### src/rtl/video_output_formatter.sv
// Final video stage: re-times pixel-enable-qualified RGB/sync into one-clock-per-pixel
// strobes, turns sync levels into rising-edge pulses and measures active width/height.
module video_output_formatter #(
  parameter logic        HS_POL   = 1'b1,
  parameter logic        VS_POL   = 1'b1,
  parameter logic [23:0] EOL_WORD = 24'h000001,
  parameter int          CNT_W    = 12
) (
  input  logic             iPCLK,
  input  logic             iRST_N,
  input  logic [23:0]      iRGB,
  input  logic             iHS,
  input  logic             iVS,
  input  logic             iDE,
  input  logic             iCE,
  output logic [23:0]      oRGB,
  output logic             oHS,
  output logic             oVS,
  output logic             oDE,
  output logic [CNT_W-1:0] oH_ACTIVE,
  output logic [CNT_W-1:0] oV_ACTIVE,
  output logic             oSTAT_VLD
);

  localparam logic [CNT_W-1:0] CNT_MAX = '1;
  localparam logic [CNT_W-1:0] CNT_ONE = CNT_W'(1);

  logic             hsPrev, vsPrev, dePrev, primed;
  logic [CNT_W-1:0] hcnt, vcnt;

  logic             hsN, vsN;
  logic             hsRise, vsRise, deFall;
  logic [CNT_W-1:0] hcntNext, vcntLine;

  // Edges are judged between the incoming sample and the last captured one, so the
  // registered outputs land exactly one iPCLK after the iCE sample that caused them.
  always_comb begin
    // NOTE: every always_comb output gets a default first so no latch can be inferred.
    hcntNext = hcnt;
    vcntLine = vcnt;
    hsN      = iHS ~^ HS_POL;
    vsN      = iVS ~^ VS_POL;
    hsRise   = primed & hsN & ~hsPrev;
    vsRise   = primed & vsN & ~vsPrev;
    deFall   = primed & ~iDE & dePrev;
    if (iDE) begin
      if (!dePrev)              hcntNext = CNT_ONE;
      else if (hcnt != CNT_MAX) hcntNext = hcnt + CNT_ONE;
    end
    if (deFall && vcnt != CNT_MAX) vcntLine = vcnt + CNT_ONE;
  end

  // NOTE: state updates use non-blocking assignments so every register sees pre-edge values.
  always_ff @(posedge iPCLK) begin
    if (!iRST_N) begin
      oRGB      <= '0;
      oHS       <= 1'b0;
      oVS       <= 1'b0;
      oDE       <= 1'b0;
      oSTAT_VLD <= 1'b0;
      oH_ACTIVE <= '0;
      oV_ACTIVE <= '0;
      hsPrev    <= 1'b0;
      vsPrev    <= 1'b0;
      dePrev    <= 1'b0;
      primed    <= 1'b0;
      hcnt      <= '0;
      vcnt      <= '0;
    end else begin
      oRGB      <= '0;
      oHS       <= 1'b0;
      oVS       <= 1'b0;
      oDE       <= 1'b0;
      oSTAT_VLD <= 1'b0;
      if (iCE) begin
        oDE       <= iDE;
        oHS       <= hsRise;
        oVS       <= vsRise;
        oSTAT_VLD <= vsRise;
        if (iDE)         oRGB <= iRGB;
        else if (deFall) oRGB <= EOL_WORD;
        hsPrev <= hsN;
        vsPrev <= vsN;
        dePrev <= iDE;
        primed <= 1'b1;
        hcnt   <= hcntNext;
        if (deFall) oH_ACTIVE <= hcnt;
        // A line ending on the VS capture is already folded into vcntLine.
        if (vsRise) begin
          oV_ACTIVE <= vcntLine;
          vcnt      <= '0;
        end else begin
          vcnt <= vcntLine;
        end
      end
    end
  end

endmodule

### config.mk
export PLATFORM = sky130hd
export DESIGN_NAME = video_output_formatter
export DESIGN_NICKNAME = d
export VERILOG_FILES = /design/src/rtl/video_output_formatter.sv
export SDC_FILE = /design/constraint.sdc
export NUM_CORES = 1
export LEC_CHECK = 0
export BUFFER_PORTS_ARGS = -buffer_cell sky130_fd_sc_hd__buf_2
export CAP_MARGIN = 20
export CORE_ASPECT_RATIO = 0.7
export CORE_MARGIN = 1
export CORE_UTILIZATION = 30
export CTS_CLUSTER_DIAMETER = 150
export CTS_CLUSTER_SIZE = 40
export DETAILED_ROUTE_END_ITERATION = 8
export GPL_TIMING_DRIVEN = 0
export PLACE_DENSITY = 0.63
export SYNTH_ARGS = -nofsm -noshare
export SYNTH_HDL_FRONTEND = slang
export SYNTH_SLANG_ARGS = --single-unit
### constraint.sdc
create_clock -name iPCLK -period 1.5 [get_ports iPCLK]
set_input_delay 0.075 -clock iPCLK [delete_from_list [all_inputs] [get_ports iPCLK]]
set_output_delay 0.075 -clock iPCLK [all_outputs]
set_load 0.02 [all_outputs]
# Yosys cells after proc, flatten, opt, wreduce, memory -nomap -nowiden
# Cells that the tools add are included.
# Widths: inputs -> output; s select.
# word_totals
register_bits,79
inputBits,30
out_inout_bits,52
# classes
addsub,2
eq_ne,3
n_mux,6
bitwise_logic,9
reduce_logical,5
# ops
operator,n
$mux 12,4
$add 12x1->12 const B,2
$mux 24,1
$ne 12x12->1 const B,2
$and 1x1->1,6
$reduce_and 2->1,3
$not 1->1,3
$reduce_and 3->1,1
$ne 2x1->1 const B,1
$logic_and 1x1->1,1
$mux 1,1

# Logic depth before layout (Yosys ltp)
# Gate-level depths: netlist (run 1).
# logic_depth
depth_word,6
depth_mapped,6
ltp_nobuf,5

# Worst setup path after synthesis (run 1)
# OpenSTA, ideal clock, no wires.
# synth_timing
path_type,register to register
startpoint,register hcnt[0]
endpoint,register hcnt[11]
setup_ns,0.071
arrival_time_ns,1.538
t_required_ns,1.429
path_slack_ns,-0.108
path_stages_with_launch,6
n_path_buf,0
path_cell_list,dfxtp_1 -> ha_1 -> and4_1 -> and3_1 -> or4_1 -> a21oi_1
# synth_via
elab_chain_cells,3
elab_cells_between_ends,6
# synth_lines
element,line_no,source
start: declaration,29,"logic [CNT_W-1:0] hcnt, vcnt;"
start signal: assignment,86,hcnt <= hcntNext;
$add 12x1->12 / $ne 12x12->1 (equally long branches),48,else if (hcnt != CNT_MAX) hcntNext = hcnt + CNT_ONE;
$mux 12 / $ne 2x1->1 (equally long branches),n/a,
$mux 12 / $reduce_and 3->1 (equally long branches),n/a,
# Several ways; a longest one is shown, not always the timed one. The select of a mux whose other input is x is not followed.
# A chain may end at the register's enable or synchronous reset.

# Final worst setup path (run 1)
# layout_timing
startpoint,register primed
endpoint,register vcnt[5]
# layout_via
elab_chain_cells,5
elab_cells_between_ends,7
# layout_lines
element,line_no,source
start: declaration,28,"logic hsPrev, vsPrev, dePrev, primed;"
start signal: assignment,66,primed <= 1'b0;
start signal: assignment,85,primed <= 1'b1;
$and 1x1->1 (2 in a row),45,deFall = primed & ~iDE & dePrev;
$logic_and 1x1->1,50,if (deFall && vcnt != CNT_MAX) vcntLine = vcnt + CNT_ONE;
$mux 12,50,
$mux 12 (*),89,if (vsRise) begin
end signal: assignment,93,vcnt <= vcntLine;
end: declaration,29,
# Mark *: on every way between the ends. The rest lies on a longest branch, timed or not.

==> flow_metrics.py, run 1 <==
metrics = {
    "place": {
        "io_buffers": 81,
        "place.gp.congestion": 0.867,
        "placed_area_mm2": 0.00387,
        "place.detailed.hpwl_um": 6380,
    },
    "floorplanning": {
        "initial_utilization_pct": 31.4,
        "ios": 82,
        "die_w_um": 127,
        "fp-row-count": 31,
        "die_h_um": 89.5,
        "core_region_area_mm2": 0.0105,
        "dieArea_mm2": 0.0114,
    },
    "timing": {
        "slew_violations": 0,
        "fin_ws_ns": -0.0788,
        "period_minus_slack_ns": 1.58,
        "final-setup-viol-count": 11,
        "whs_ns": 0.00972,
        "fmax_mhz": 633,
        "clock_skew_ns": 0.00576,
        "slew_headroom_pct": 56.3,
        "finalHoldViolCount": 0,
        "rsz0062_at_grt": "yes",
        "fin_tns_setup_ns": -0.509,
        "post-route-period-util_pct": 105,
        "tightest_slew_ns": 0.653,
    },
    "yosys": {
        "yosys-top-cells-area": "dfxtp_1, nand2_1, and3_1, a21oi_1, o21ai_0",
        "synth_top_area_share_pct": 48.2,
        "syn_nets": 394,
        "yosysWarningCount": 0,
        "synth_edf_count": 0,
        "async_flop_share_pct": 0,
        "ys_seq_area_share_pct": 48.2,
        "synth_ff_type": "dfxtp_1",
        "synth_cells": 362,
        "synth_cell_types": 55,
        "avgSynthCellArea_um2": 9.07,
        "yosysTopAreaCell": "dfxtp_1",
        "synth_seq_cells": 79,
        "syn-cell-area_mm2": 0.00328,
    },
    "global_routing": {
        "grt_usage_pct": 17.2,
        "antenna_found_initial": 0,
        "grt_max_degree": 14,
        "grt_pass1_vias": 2941,
        "grt_first_pass_wirelength_um": 14900,
        "gr-total-overflow": 0,
    },
    "critical_path": {
        "path_cells": "and3b_2, or2_4, buf_6, or4_1, nand3_1",
        "cp.required_ns": 1.77,
        "cp_slowest_cell": "or4_1",
        "arrival_ns": 1.85,
        "start_kind": "flop",
        "end_kind": "flop",
        "crit_buf_inv": 1,
        "critical_path.max_fanout": 8,
        "crit_start": "primed$_SDFFE_PN0P_",
        "regToRegStartpoint": "primed$_SDFFE_PN0P_",
        "cpLargestDelayFamily": "simple AND/OR/NAND/NOR gates",
        "slowest_delay_ns": 0.46,
        "worstSetupPathType": "reg -> reg",
    },
    "power": {
        "p_per_area_mw_per_mm2": 945,
        "ir_worst_vdd_mv": 0.525,
        "p_total_mw": 4.63,
        "p_leak_nw": 2.11,
    },
    "finish": {
        "final_common_cell": "buf_2",
        "seq_area_mm2": 0.00164,
        "n_antenna_cell": 0,
        "fillers": 981,
        "multiInputGateArea_mm2": 0.00172,
        "drive_above_1_share_pct": 39.3,
        "fin_area_mm2": 0.00490,
        "area_delta_synth_final_pct": 49.3,
        "layout.nets": 540,
        "layout_common_cells": "buf_2, dfxtp_1, nand2_1, a21oi_1, buf_4",
    },
    "detailed_routing": {
        "drcViolationCount": 0,
        "first_pass_iters": 4,
        "vias": 3339,
        "via_per_inst": 5.18,
        "wl_um": 10100,
        "drt_iter0_drc": 211,
        "wl_per_cell_um": 15.6,
        "antenna_left": 0,
    },
    "worst_hold_path": {
        "hold_class": "in -> reg",
        "min_from": "iRGB[0]",
    },
    "cts": {
        "htreeDepth": 3,
        "cts_tree": "built",
        "clockBufferDepth": 2,
        "cts_sinks": 79,
        "numCtsBuffers": 9,
        "clkTransAtPathRegs_ns": 0.06,
        "worstSkewPairLatency_ns": 0.34,
        "cts-root-buf": "clkbuf_16",
    },
    "outcome": {
        "status": "finished with violations",
        "violations": "negative setup slack",
    },
    "run": {
        "drv_cap": 0,
    },
}
## report_power, final
group,switching [mW],total (mW),internal (mW)
Sequential,0.0183,2.14,2.12
Clock,0.856,2.13,1.28
Combinational,0.198,0.364,0.165
Total,1.07,4.63,3.56
## layout make-up
cell class / count / share of cell area (%)
tap: 132 / 3.37
sequential: 79 / 33.4
timing repair buffer: 137 / 18.5
clock buffer: 9 / 4.60
multi-input combinational: 253 / 35.0
clock inverter: 6 / 1.25
buffer: 23 / 3.45
inverter: 5 / 0.383
## worst reg2reg max path: stages, from the launching register on
cell and delay, ns:
dfxtp_4 0.36, and3b_2 0.21, or2_4 0.26, buf_6 0.14, or4_1 0.46, nand3_1 0.07
## stage by stage
stage	util [%]	setup WS, ns	std cells
2_1_floorplan	-	-0.00195	362
3_3_place_gp	37.0	-0.226	575
3_5_place_dp	37.0	-0.254	575
4_1_cts	44.2	-0.0504	628
5_1_grt	46.8	-0.120	644
6_report	46.8	-0.0788	644
## Yosys cell counts, drive strengths merged (2+ instances only)
cell and number:
a21o 3, ha 2, and3b 2, inv 5, clkbuf 14, buf 11, or4 8, nor2 15
o21ai 22, and4 7, o31a 2, and2 2, nand2 46, nor3b 2, dfxtp 79, nor4 2
and3 28, nand4b 2, nand4 6, o31ai 7, nand3 15, nor3 7, a31oi 9, mux2i 3
a21oi 32, o211ai 7, or3 7, xnor2 5
## routing by layer
metal | up-vias | GRT usage [%] | wire (um)
met5 | - | 0 | 0
met4 | 0 | 7.58 | 194
met3 | 15 | 5.39 | 717
met2 | 134 | 26.8 | 4450
met1 | 1568 | 22.2 | 4710
li1 | 1622 | - | -
## timing repair
item,CTS,global route
setup buffers,16,15
gates cloned,0,1
hold buffers,24,0
pin swaps,17,18
hold endpoints to repair,24,0
resized for setup,42,48
endpoints found under the setup margin,40,38
## cell families after synthesis
family	synth area share, %
and+or+nand+nor	26.0
AOI/OAI and AO/OA	17.2
DFF	48.2
buffers and inverters	5.30
xor gates and xnor gates	1.60
muxes	0.915
adders and majority gates	0.762
## sequential cells by signal, indices dropped and copies added, names as in the netlist
register	count
dePrev	1
oH_ACTIVE	12
hcnt	12
oV_ACTIVE	12
vcnt	12
oDE	1
oHS	1
primed	1
vsPrev	1
oRGB	24
oSTAT_VLD	1
hsPrev	1
## worst paths after layout
| path | endpoint | slack, ns | cells past startpoint |
|---|---|---|---|
| worst min register to register | oHS$_SDFF_PN0_ | 0.43 | 1 |
| worst min-delay path | oRGB[0]$_SDFF_PN0_ | 0.01 | 3 |
| worst max-delay path | vcnt[5]$_SDFFE_PN0P_ | -0.08 | 5 |
| worst max register to register | vcnt[5]$_SDFFE_PN0P_ | -0.08 | 5 |
Power figures use the tool's default switching activity.
==> run 2: changes to the inputs <==
Settings changed: ABC_AREA set to 1, CTS_BUF_LIST set to sky130_fd_sc_hd__clkbuf_16, SLEW_MARGIN set to 20.
==> run 2 against run 1 <==
Net effect:
- the flow now finishes without violations
- sequential power hardly changed
- via count is 3.1% higher
- synthesized area is 3.5% higher
- clock-buffer cell count stayed put
- global-route usage is 0.60 points lower
- first-iteration DRC count is 33% lower
- setup slack better by 0.10 ns
- highest routed layer unchanged
==> flow_metrics.py, run 2 <==
metrics = {
    "cts": {
        "clockBufferDepth": 2,
        "worstSkewPairLatency_ns": 0.33,
        "cts_tree": "built",
        "numCtsBuffers": 9,
        "clkTransAtPathRegs_ns": 0.06,
        "cts-root-buf": "clkbuf_16",
        "htreeDepth": 3,
        "cts_sinks": 79,
    },
    "floorplanning": {
        "core_region_area_mm2": 0.0110,
        "die_h_um": 91.0,
        "dieArea_mm2": 0.0118,
        "ios": 82,
        "fp-row-count": 32,
        "die_w_um": 129,
        "initial_utilization_pct": 30.9,
    },
    "detailed_routing": {
        "wl_per_cell_um": 12.3,
        "wl_um": 9490,
        "drt_iter0_drc": 142,
        "antenna_left": 0,
        "via_per_inst": 4.48,
        "vias": 3443,
        "drcViolationCount": 0,
        "first_pass_iters": 4,
    },
    "global_routing": {
        "grt_max_degree": 15,
        "grt_usage_pct": 16.6,
        "top_usage_layer": "met2",
        "antenna_found_initial": 0,
        "grt_pass1_vias": 3313,
        "use_met3_pct": 5.89,
        "gr-total-overflow": 0,
        "grtUsageMet1_pct": 20.6,
        "grt_first_pass_wirelength_um": 15200,
        "gr-usage-met2_pct": 27.2,
    },
    "worst_hold_path": {
        "min_from": "iVS",
        "holdPathEnd": "vsPrev$_SDFFE_PN0P_",
        "hold_class": "in -> reg",
        "hold_path_depth": 3,
    },
    "finish": {
        "multiInputGateArea_mm2": 0.00155,
        "finalNonFillerCells": 769,
        "fillers": 1088,
        "layout_common_cells": "nand2_1, buf_2, inv_1, nor2_1, dfxtp_1",
        "drive_above_1_share_pct": 27.8,
        "final_common_cell": "nand2_1",
        "n_antenna_cell": 0,
        "layout.nets": 643,
        "regMostFlops": "oRGB",
        "area_delta_synth_final_pct": 41.4,
        "seq_area_mm2": 0.00161,
        "largest_register_ffs": 24,
    },
    "yosys": {
        "synth_most_common_cell": "nand2_1",
        "synth_top_area_share_pct": 46.6,
        "async_flop_share_pct": 0,
        "ys_seq_area_share_pct": 46.6,
        "syn-cell-area_mm2": 0.00340,
        "synth_seq_cells": 79,
        "synth_edf_count": 0,
        "yosysWarningCount": 0,
        "syn_nets": 517,
        "avgSynthCellArea_um2": 7.00,
        "yosys-top-cells-area": "dfxtp_1, nand2_1, inv_1, nor2_1, nand3_1",
        "synth_cells": 485,
        "synth_cell_types": 28,
        "synth_top_cells_by_count": "nand2_1, inv_1, dfxtp_1",
        "yosysTopAreaCell": "dfxtp_1",
        "synth_ff_type": "dfxtp_1",
    },
    "critical_path": {
        "cp.required_ns": 1.73,
        "path_cells": "ha_4, nand2_4, nor2_4, nand3_4, nand2_4, buf_4, o21ai_4, nand2_1, nand2_1, inv_1",
        "regToRegStartpoint": "vcnt[1]$_SDFFE_PN0P_",
        "reg2reg_to": "oV_ACTIVE[1]$_SDFFE_PN0P_",
        "arrival_ns": 1.70,
        "cp_slowest_cell": "dfxtp_4",
        "end_kind": "flop",
        "slowest_delay_ns": 0.37,
        "worstSetupPathType": "reg -> reg",
        "critical_path.max_fanout": 6,
        "crit_cells": 10,
        "r2r_slack_ns": 0.03,
        "cpLargestDelayFamily": "simple AND/OR/NAND/NOR gates",
        "r2r_cells": 10,
        "crit_buf_inv": 2,
        "start_kind": "flop",
    },
    "power": {
        "switchingPower_mw": 1.11,
        "power_frac_seq_pct": 46.1,
        "p_int_mw": 3.57,
        "p_leak_nw": 2.28,
        "p_comb_share_pct": 7.8,
        "sw_frac_of_total_pct": 23.7,
        "p_per_area_mw_per_mm2": 974,
        "ir_worst_vdd_mv": 0.546,
        "clkPwrFrac_pct": 46.2,
    },
    "place": {
        "io_buffers": 79,
        "placed_cells": 717,
        "pre_cts_slack_ns": -0.264,
        "place.gp.congestion": 0.893,
        "place.detailed.hpwl_um": 6460,
    },
    "timing": {
        "fmax_mhz": 678,
        "period_minus_slack_ns": 1.47,
        "slew_violations": 0,
        "clock_skew_ns": 0.00558,
        "rsz0062_at_grt": "yes",
        "final-setup-viol-count": 0,
        "fin_ws_ns": 0.0257,
        "slew_headroom_pct": 67.8,
        "tightest_slew_ns": 0.483,
        "finalHoldViolCount": 0,
        "post-route-period-util_pct": 98.3,
    },
    "outcome": {
        "status": "completed",
    },
    "run": {
        "drv_cap": 0,
    },
}
[run 2: cell types whose count changed in the layout (fill, tap and decap cells not counted), sizes merged, moves of 8 or more]
cell and change:
a21oi -8, a31oi -9, and3 -28, buf -20
clkbuf -8, inv +75, nand2 +72, nand3 +36
nor2 +66, or4 -8
[run 2: worst max-delay path by stage]
stage / slack (ns) / from / to
finish: 0.03 / vcnt[1]$_SDFFE_PN0P_ / oV_ACTIVE[1]$_SDFFE_PN0P_
global route: -0.03 / vcnt[1]$_SDFFE_PN0P_ / oV_ACTIVE[8]$_SDFFE_PN0P_
CTS: -0.0009 / vcnt[0]$_SDFFE_PN0P_ / oV_ACTIVE[1]$_SDFFE_PN0P_
detailed placement: -0.26 / vcnt[1]$_SDFFE_PN0P_ / oV_ACTIVE[1]$_SDFFE_PN0P_
global placement: -0.17 / vcnt[1]$_SDFFE_PN0P_ / oV_ACTIVE[1]$_SDFFE_PN0P_
floorplan: 0.05 / vcnt[1]$_SDFFE_PN0P_ / vcnt[6]$_SDFFE_PN0P_
[run 2: power groups by stage]
stage	Clock, mW	Sequential, mW	Combinational (mW)
finish	2.16	2.16	0.364
global route	2.29	2.16	0.401
floorplan	0	2.25	0.133
detailed placement	0	2.21	0.294
CTS	2.21	2.16	0.343
global placement	0	2.20	0.288
[run 2: logic make-up after synthesis]
kind of cell / Yosys count / share of synthesized area (%)
DFF: 79 / 46.6
AOI/OAI and AO/OA: 43 / 6.89
xor gates and xnor gates: 2 / 0.516
adders and majority gates: 2 / 0.737
buffers and inverters: 97 / 12.2
and+or+nand+nor: 262 / 33.1
[run 2: per-stage QoR]
step	cell area, um2	TNS [ns]	hold slack (ns)	total power [mW]	util (%)
after CTS	4600	-0.000861	0.00240	4.71	41.8
final	4800	0	0.0181	4.68	43.6
after global placement	3980	-2.53	0.289	2.49	36.2
after global routing	4800	-0.336	0.0196	4.85	43.6
after floorplan	3400	0	0.187	2.38	-
after detailed placement	3980	-5.32	0.292	2.50	36.2
[run 2: final cells by class]
class	count	area share [%]
Tap cell	153	3.98
Inverter	81	6.38
Clock inverter	7	1.54
Buffer	16	2.47
Timing Repair Buffer	115	15.2
Clock buffer	9	4.69
Multi-Input combinational cell	309	32.3
Sequential cell	79	33.4
[run 2: worst min-delay path, cell delays in order]
cell     delay [ns]
buf_2          0.10
nand3_1        0.07
o21ai_0        0.07
[run 2: timing repair]
action                                 4_1_cts  5_1_grt
endpoints found under the hold margin       23        0
hold buffers                                23        0
buffers inserted                             3        8
resized for setup                           17       49
setup endpoints to repair                   44       45
gates cloned                                 1        1
pin swaps                                    2       13
[run 2: metal layers]
metal  vias to the layer above  part of all wire (%)
met4                         0                   1.4
met2                       118                    45
met3                        15                   7.7
li1                       1751                     -
met5                         -                     0
met1                      1559                    46
